`src/rtl/instr_fetch_unit.sv`:
```
// ---------------------------------------------------------------------------
// instr_fetch_unit
//   Owns the fetch PC and issues in-order word reads to instruction memory.
//   Returned words are buffered together with their PC and handed to decode
//   over a valid/ready handshake. A redirect from execute reloads the PC,
//   flushes the buffer, and discards every response still in flight.
//
//   Flow control is credit based. A request is only issued while
//   (buffered + outstanding) < BUF_DEPTH. This guarantees that every response
//   has a buffer slot, so imem responses never need back-pressure.
//
// Parameters
//   RESET_PC   fetch PC loaded on reset
//   BUF_DEPTH  buffer entries = max in-flight credit (power of 2, >= 2)
//
// Ports
//   clk, reset_n                 clock / async active-low reset
//   imem_req_valid/ready/addr    fetch request handshake, addr = fetch_pc
//   imem_rsp_valid/data          in-order response, never back-pressured
//   redirect_valid/redirect_pc   one-cycle redirect pulse and its target
//   dec_valid/ready/instr/pc     buffer head toward decode
//   fetch_pc                     next address to request
//   misalign_fault               only with FETCH_MISALIGN_EN
//
// Build option
//   FETCH_MISALIGN_EN : a redirect to a target that is not word aligned
//     parks the unit in FAULT. FAULT raises misalign_fault and issues no
//     requests until an aligned redirect arrives. Without the option, the
//     low two bits of redirect_pc are ignored.
// ---------------------------------------------------------------------------
module instr_fetch_unit #(
  parameter logic [31:0] RESET_PC  = 32'h0000_0000,
  parameter int          BUF_DEPTH = 2
) (
  input  logic        clk,
  input  logic        reset_n,
  output logic        imem_req_valid,
  input  logic        imem_req_ready,
  output logic [31:0] imem_req_addr,
  input  logic        imem_rsp_valid,
  input  logic [31:0] imem_rsp_data,
  input  logic        redirect_valid,
  input  logic [31:0] redirect_pc,
  output logic        dec_valid,
  input  logic        dec_ready,
  output logic [31:0] dec_instr,
  output logic [31:0] dec_pc,
  output logic [31:0] fetch_pc
`ifdef FETCH_MISALIGN_EN
  ,
  output logic        misalign_fault
`endif
);

  localparam int AW = $clog2(BUF_DEPTH);
  localparam int CW = AW + 1;
  localparam logic [CW:0] CREDIT = (CW+1)'(BUF_DEPTH);

  typedef enum logic [1:0] {
    S_IDLE  = 2'd0,
    S_RUN   = 2'd1,
    S_DRAIN = 2'd2
`ifdef FETCH_MISALIGN_EN
    ,
    S_FAULT = 2'd3
`endif
  } state_t;

  typedef struct packed {
    logic [31:0] pc;
    logic [31:0] instr;
  } fetch_ent_t;

  state_t                        state, state_nxt;
  logic [CW-1:0]                 outstanding, outstanding_nxt;
  logic [CW-1:0]                 discard, discard_nxt;

  // Instruction buffer (PC + word) and the queue of PCs still in flight.
  fetch_ent_t [BUF_DEPTH-1:0]    buf_q;
  logic [AW-1:0]                 buf_wr, buf_rd;
  logic [CW-1:0]                 buf_cnt;
  logic [BUF_DEPTH-1:0][31:0]    pcq;
  logic [AW-1:0]                 pcq_wr, pcq_rd;

  logic [31:0]                   redir_tgt;
  logic [CW:0]                   credit_used;
  logic                          req_fire, rsp_drop, rsp_keep, pop;

  // -------------------------------------------------------------------------
  // Redirect target
  // -------------------------------------------------------------------------
`ifdef FETCH_MISALIGN_EN
  logic redir_misaligned;
  assign redir_tgt        = redirect_pc;
  assign redir_misaligned = |redirect_pc[1:0];
`else
  // Word fetch only: the byte offset of a target is meaningless here.
  logic unused_redir_lo;
  assign redir_tgt       = {redirect_pc[31:2], 2'b00};
  assign unused_redir_lo = ^redirect_pc[1:0];
`endif

  // -------------------------------------------------------------------------
  // Handshakes
  // -------------------------------------------------------------------------
  assign credit_used    = {1'b0, buf_cnt} + {1'b0, outstanding};
  assign imem_req_valid = (state == S_RUN) && !redirect_valid && (credit_used < CREDIT);
  assign imem_req_addr  = fetch_pc;
  assign req_fire       = imem_req_valid && imem_req_ready;

  // Responses that belong to a flushed fetch stream are counted by discard.
  // A response that lands in the redirect cycle itself is lost with the flush.
  assign rsp_drop = imem_rsp_valid && (discard != '0);
  assign rsp_keep = imem_rsp_valid && (discard == '0) && !redirect_valid;

`ifdef FETCH_MISALIGN_EN
  assign dec_valid      = (buf_cnt != '0) && (state != S_FAULT);
  assign misalign_fault = (state == S_FAULT);
`else
  assign dec_valid      = (buf_cnt != '0);
`endif
  assign pop       = dec_valid && dec_ready;
  // Head fields are forced to zero while empty so reset/flush shows clean 0s.
  assign dec_instr = dec_valid ? buf_q[buf_rd].instr : 32'h0;
  assign dec_pc    = dec_valid ? buf_q[buf_rd].pc    : 32'h0;

  // -------------------------------------------------------------------------
  // Counters
  // -------------------------------------------------------------------------
  always_comb begin
    outstanding_nxt = outstanding + CW'(req_fire) - CW'(imem_rsp_valid);
    discard_nxt     = discard;
    if (redirect_valid)
      // Everything still outstanding after this cycle is now stale.
      discard_nxt = outstanding_nxt;
    else if (rsp_drop)
      discard_nxt = discard - 1'b1;
  end

  // -------------------------------------------------------------------------
  // FSM
  // -------------------------------------------------------------------------
  always_comb begin
    state_nxt = state;
    case (state)
      S_IDLE:         state_nxt = S_RUN;
      // DRAIN simply means stale responses are still due.
      S_RUN, S_DRAIN: state_nxt = (discard_nxt != '0) ? S_DRAIN : S_RUN;
`ifdef FETCH_MISALIGN_EN
      S_FAULT: if (redirect_valid)
                 state_nxt = (discard_nxt != '0) ? S_DRAIN : S_RUN;
`endif
      default:        state_nxt = S_IDLE;
    endcase
`ifdef FETCH_MISALIGN_EN
    if (redirect_valid && redir_misaligned)
      state_nxt = S_FAULT;
`endif
  end

  // -------------------------------------------------------------------------
  // Control state
  // -------------------------------------------------------------------------
  always_ff @(posedge clk or negedge reset_n) begin
    if (!reset_n) begin
      state       <= S_IDLE;
      fetch_pc    <= RESET_PC;
      outstanding <= '0;
      discard     <= '0;
      buf_wr      <= '0;
      buf_rd      <= '0;
      buf_cnt     <= '0;
      pcq_wr      <= '0;
      pcq_rd      <= '0;
    end else begin
      state       <= state_nxt;
      outstanding <= outstanding_nxt;
      discard     <= discard_nxt;

      if (redirect_valid)
        fetch_pc <= redir_tgt;
      else if (req_fire)
        fetch_pc <= fetch_pc + 32'd4;

      if (redirect_valid) begin
        // The head popped this cycle (if any) has already left via dec_*.
        buf_wr  <= '0;
        buf_rd  <= '0;
        buf_cnt <= '0;
        pcq_wr  <= '0;
        pcq_rd  <= '0;
      end else begin
        if (req_fire) pcq_wr <= pcq_wr + 1'b1;
        if (rsp_keep) begin
          buf_wr <= buf_wr + 1'b1;
          pcq_rd <= pcq_rd + 1'b1;
        end
        if (pop) buf_rd <= buf_rd + 1'b1;
        buf_cnt <= buf_cnt + CW'(rsp_keep) - CW'(pop);
      end
    end
  end

  // -------------------------------------------------------------------------
  // Storage (data only; validity is tracked by the pointers above)
  // -------------------------------------------------------------------------
  always_ff @(posedge clk) begin
    if (req_fire)
      pcq[pcq_wr] <= fetch_pc;
    if (rsp_keep)
      buf_q[buf_wr] <= '{pc: pcq[pcq_rd], instr: imem_rsp_data};
  end

endmodule

```
`config.mk`:
```
export PLATFORM = sky130hd
export DESIGN_NAME = instr_fetch_unit
export DESIGN_NICKNAME = d
export VERILOG_FILES = /design/src/rtl/instr_fetch_unit.sv
export SDC_FILE = /design/constraint.sdc
export NUM_CORES = 1
export LEC_CHECK = 0
export ABC_AREA = 1
export BUFFER_PORTS_ARGS = -buffer_cell sky130_fd_sc_hd__buf_2
export CORE_MARGIN = 4
export CORE_UTILIZATION = 55
export CTS_CLUSTER_SIZE = 12
export DETAILED_ROUTE_END_ITERATION = 16
export PLACE_DENSITY = 0.8
export REMOVE_ABC_BUFFERS = 1
export SYNTH_ARGS = -nofsm -noshare
export SYNTH_HDL_FRONTEND = slang
export SYNTH_SLANG_ARGS = --single-unit
```
`constraint.sdc`:
```
create_clock -name clk -period 5.4 [get_ports clk]
set_input_delay 0.54 -clock clk [delete_from_list [all_inputs] [get_ports clk]]
set_output_delay 0.54 -clock clk [all_outputs]
set_load 0.01 [all_outputs]
```
**After elaboration in Yosys (flattened, before gate mapping)**

Index checks and enable logic that the tools add are counted.

- Memories kept: 0
- Bits in writable memories: 0
- Bits in registers: 236
- Bits in read-only memories: 0
- Bits in latches: 0
- Input port bits: 70

- $add $sub $neg: 11
- $mul: 0
- Magnitude comparators: 7
- Shifts and indexed selects: 0
- Divide/modulo/power cells: 0
- Equality and inequality tests: 2
- Muxes and demuxes: 27
- Reduce and logical (&&, ||, !) cells: 19
- Bitwise gates (word level): 0

Operators by type and width:

| operator | count |
|---|---|
| $mux W32 | 7 |
| $mux W64 | 3 |
| $bwmux W128 | 1 |
| $bwmux W64 | 1 |
| $demux W64 S1 | 1 |
| $add A32 B3 Y32 const B | 1 |
| $demux W32 S1 | 1 |
| $reduce_bool A2 Y1 | 6 |
| $logic_and A1 B1 Y1 | 9 |
| $lt A1 B2 Y1 const B | 4 |
| $mux W1 | 8 |
| $mux W2 | 4 |
| $add A1 B1 Y1 const B | 4 |
| $add A2 B1 Y2 | 2 |
| $logic_not A2 Y1 | 2 |
| $pmux W2 S2 | 1 |
| $sub A2 B1 Y2 | 2 |
| $add A2 B2 Y3 | 1 |
| $lt A3 B2 Y1 const B | 1 |
| $eq A2 B1 Y1 const B | 1 |
| $eq A2 B2 Y1 const B | 1 |
| $ge A1 B1 Y1 const B | 2 |
| $reduce_or A2 Y1 | 1 |
| $sub A2 B1 Y2 const B | 1 |
| $logic_not A1 Y1 | 1 |

**Longest topological paths before layout**

- Depth after elaboration: 10
- Depth in mapped cells: 15
- Mapped depth without buffers: 14

**Least setup slack after synthesis**

Ideal clock, no wire load.

- Path kind: input to register
- Start point: input port redirect_valid
- End point: register buf_q[0] (netlist name), enable pin
- Arrival time: 3.486 ns
- Slack: 1.432 ns
- Stages: 4
- Cell sequence: buf_6 > inv_6 > nand3_1 > nor2_1

- Longest elaborated chain between the ends: 2

RTL lines:

| item | RTL line | RTL |
|---|---|---|
| start, declared | 42 | `input logic redirect_valid,` |
| $logic_not A1 Y1 | 114 | `assign rsp_keep = imem_rsp_valid && (discard == '0) && !redirect_valid;` |
| $logic_and A1 B1 Y1 | 114 |  |
| end signal, assigned by index | 211 | `buf_q[buf_wr] <= '{pc: pcq[pcq_rd], instr: imem_rsp_data};` |
| end, declared | 79 | `fetch_ent_t [BUF_DEPTH-1:0] buf_q;` |

Every way passes these cells.
A chain may end at the register's enable or synchronous reset.

**Final worst setup path**

- Start point: register buf_rd
- End point: output port dec_pc[19]

- Longest elaborated chain between the ends: 3

RTL lines:

| item | RTL line | RTL |
|---|---|---|
| start, declared | 80 | `logic [AW-1:0] buf_wr, buf_rd;` |
| start signal, assigned | 198 | `if (pop) buf_rd <= buf_rd + 1'b1;` |
| $mux W64 (implied by the code) (2 in a row) | 125 | `assign dec_pc = dec_valid ? buf_q[buf_rd].pc : 32'h0;` |
| $mux W32 | 125 |  |
| end, declared | 47 | `output logic [31:0] dec_pc,` |

Every way passes these cells. The select of a mux whose other input is x is not followed.

==> out/summary.log <==
qor: clock_network.quantity_of_gates_resized_following_cts 0
qor: routing.ant_nets 0
qor: grt.first_global_vias 6599
qor: clock_network.cts-buffers-inserted 23
qor: clock_network.cts_tree built
qor: layout.multiInputGateArea 0.00270 mm2
qor: synth.synthesized_flop_and_latch_total 226
qor: placed_design.port-buffer-count 191
qor: sta.maxClockFrequency 312 MHz
qor: floorplanning.coreArea 0.0175 mm2
qor: sta.period_share 59.3%
qor: layout.num-fill-cells 1297
qor: setup_path.arrival_time_of_the_worst_setup_path 2.66 ns
qor: power.power.total 0.00473 W
qor: synth.post_synth_mux_area_share 3.42%
qor: floorplanning.num_io_pins 200
qor: layout.final_nets 1107
qor: run.cap_violations 0
qor: routing.drcViolationCount 0
qor: setup_path.crit_path_max_incr_delay 0.90 ns
qor: synth.combinational_family_with_the_most_area_after_synthesis simple AND/OR/NAND/NOR gates
qor: synth.syn-cell-area 0.00988 mm2
qor: power.cellPowerDensity 414 mW/mm2
qor: floorplanning.die_width 142 um
qor: layout.area.growth.synth_to_final 15.8%
qor: setup_path.crit_path_max_fanout 65
qor: layout.share_of_cells_above_drive_strength_1 26.8%
qor: synth.yosys.area_share.adder 1.34%
qor: sta.timing.final.hold_violations 0
qor: routing.detail_route.wirelength 20500 um
qor: placed_design.detailed_place_hpwl 13300 um
qor: synth.synthDistinctLibCells 33
qor: sta.drv_slew 0
qor: routing.via_count 6585
qor: clock_network.clkSlewWorstSetupHoldPaths 0.06 ns
qor: setup_path.critPathCaptureType output pin
qor: layout.layout.cells.most_common nand2_1
qor: floorplanning.core.rowCount 48
qor: power.power.leakage 4.78 nW
qor: routing.drt_pre_antenna_iters 5
qor: sta.min_period 3.20 ns
qor: floorplanning.floorplan.die_area 0.0202 mm2
qor: synth.synth_xor_area_share 1.15%
qor: synth.complex_gate_fraction_of_the_synthesized_area 5.46%
qor: floorplanning.floorplan.initialDensity 56.5%
qor: sta.final.setup.tns 0 ns
qor: hold_path.hp-class primary input to asynchronous set/reset pin
qor: grt.grt_pass1_wl 33000 um
qor: sta.tightestPinTransition 1.10 ns
qor: clock_network.htree_num_levels 1
qor: setup_path.timing.critical_path.from buf_rd
qor: setup_path.critical_path.startpoint_type flip-flop
qor: synth.yosysWarningCount 0
qor: synth.post_synth_inst_count 866
qor: routing.detail_route.vias_per_cell 5.19
qor: clock_network.clock_insertion_delay_at_the_later_pin_of_the_skew_report 0.49 ns
qor: layout.finalNonFillerCells 1268
qor: synth.yosysSeqAreaShare 66.6%
qor: routing.drt-initial-drc-count 363
qor: setup_path.crit-reg2reg-launch buf_cnt[0]
qor: synth.syn_avg_cell_area 11.4 um2
qor: status.run_status completed
qor: synth.synth_top_cells_by_area edfxtp_1 56%, dfrtp_1 11%, nand2_1 9.9%
qor: synth.synth_top_cell_area_share 55.9%
qor: placed_design.routabilityCongestion 0.868
qor: routing.wl_per_cell 16.1 um
qor: clock_network.holdBufCountCts 0
qor: sta.setup_viol 0
qor: setup_path.timing.critical_path.slowest_stage_cell inv_2
qor: grt.track_usage 20.4%
qor: grt.antenna_violations_before_repair 0
qor: clock_network.clock-root-buffer clkbuf_16
qor: grt.pin_count_of_the_biggest_net_entering_global_routing 66
qor: floorplanning.die_y 142 um
qor: sta.maxSlewHeadroom 26.8%
qor: power.worst_ir_drop_vdd 0.000233 V
qor: clock_network.post_cts_buffers 0
qor: synth.yosys.area_share.simple 15.4%
qor: clock_network.cts_sinks 226
qor: sta.rsz0062_at_grt no
qor: setup_path.cp_cell_sequence buf_4 -> inv_2 -> nand2_1 -> a21oi_1 -> buf_2
qor: clock_network.clock_tree.buffer_depth 3
qor: layout.final_cell_mix 261 x nand2_1, 191 x buf_2, 184 x edfxtp_1
qor: placed_design.place_inst 1227
qor: setup_path.timing.setup.critical_path_class flip-flop to output pin
qor: setup_path.cp_data_required_time 4.86 ns
qor: sta.finalClockSkew 0.00918 ns
qor: grt.grt.overflow.total 0
qor: layout.antenna_fix_cells 0
qor: layout.register_area 0.00658 mm2
qor: synth.synth_area_leader_cell edfxtp_1
## cell usage after synthesis
| cell type | count |
|---|---|
| a21boi_0 | 1 |
| a21oi_1 | 69 |
| and2_1 | 2 |
| buf_2 | 17 |
| buf_4 | 37 |
| buf_6 | 3 |
| clkbuf_1 | 10 |
| conb_1 | 1 |
| dfrtp_1 | 42 |
| edfxtp_1 | 184 |
| fa_1 | 1 |
| ha_1 | 9 |
| inv_1 | 52 |
| inv_2 | 3 |
| inv_6 | 1 |
| mux2_2 | 30 |
| nand2_1 | 261 |
| nand2_2 | 3 |
| nand3_1 | 46 |
| nand4_4 | 1 |
| nor2_1 | 37 |
| nor2_2 | 3 |
| nor2_4 | 7 |
| nor3_1 | 2 |
| nor3_2 | 1 |
| o211ai_1 | 6 |
| o21ai_0 | 5 |
| o21ai_1 | 8 |
| o21bai_1 | 9 |
| o221ai_1 | 1 |
| or2_2 | 1 |
| xnor2_1 | 1 |
| xor2_1 | 12 |
## path summary, 6_finish.rpt
| path | endpoint | slack (ns) | depth (start not counted) |
|---|---|---|---|
| max | dec_pc[19] | 2.20 | 5 |
| min | discard[0] | 0.22 | 1 |
| max reg2reg | state[0] | 2.49 | 13 |
| min reg2reg | outstanding[0] | 0.55 | 1 |
| max in group asynchronous | buf_rd | 4.50 | 1 |
| min in group clk | buf_q[70] | 0.24 | 1 |
## worst max-delay path: cells and delay by family, from the launching register on
kind	cells	cell delay [ns]
flip-flops	1	0.38
AO/OA/AOI/OAI	1	0.23
AND/OR/NAND/NOR	1	0.12
buffers and inverters	3	1.40
## final cells by class
cell class                 instances  area share, %
multi-input combinational        522           23.6
clock inverter                     2         0.0875
clock buffer                      39           5.64
inverter                          56           1.88
timing repair buffer             198           8.82
tap                              225           2.46
sequential                       226           57.5
## where the power goes
| part | switching (W) | internal, W |
|---|---|---|
| Clock | 0.000584 | 0.000808 |
| Combinational | 0.000706 | 0.000395 |
| Sequential | 0.000146 | 0.00210 |
## sequential cells by signal, indices dropped and copies added, names as in the netlist
name         cells
state            2
buf_wr           1
buf_rd           1
pcq             60
fetch_pc        30
pcq_wr           1
buf_cnt          2
discard          2
buf_q          124
outstanding      2
pcq_rd           1
## per-layer routing
layer / global-route usage, % / vias to the layer above / wire, um / part of all wire [%]
li1: - / 3213 / - / -
met1: 27.1 / 3121 / 8700 / 43
met2: 35.5 / 226 / 10100 / 50
met3: 3.13 / 25 / 1280 / 6.3
met4: 5.61 / 0 / 344 / 1.7
met5: 0 / - / 0 / 0
## cells by family after synthesis
group | Yosys count
AO/OA/AOI/OAI | 99
XOR/XNOR | 13
adder cells (fa/ha/maj) | 10
buffers and inverters | 123
flip-flops | 226
multiplexers | 30
other | 1
AND/OR/NAND/NOR | 364
## through the flow
| step | hold WS (ns) | cell area [um2] | util, % | setup WS, ns |
|---|---|---|---|---|
| after floorplan | 0.244 | 9460 | - | 1.56 |
| after global placement | 0.521 | 10800 | 61.7 | 2.41 |
| after detailed placement | 0.527 | 10800 | 61.7 | 2.33 |
| after CTS | 0.216 | 11400 | 65.4 | 2.08 |
| after global routing | 0.219 | 11400 | 65.4 | 1.92 |
| final | 0.215 | 11400 | 65.4 | 2.20 |
(Power assumes the default switching activity.)
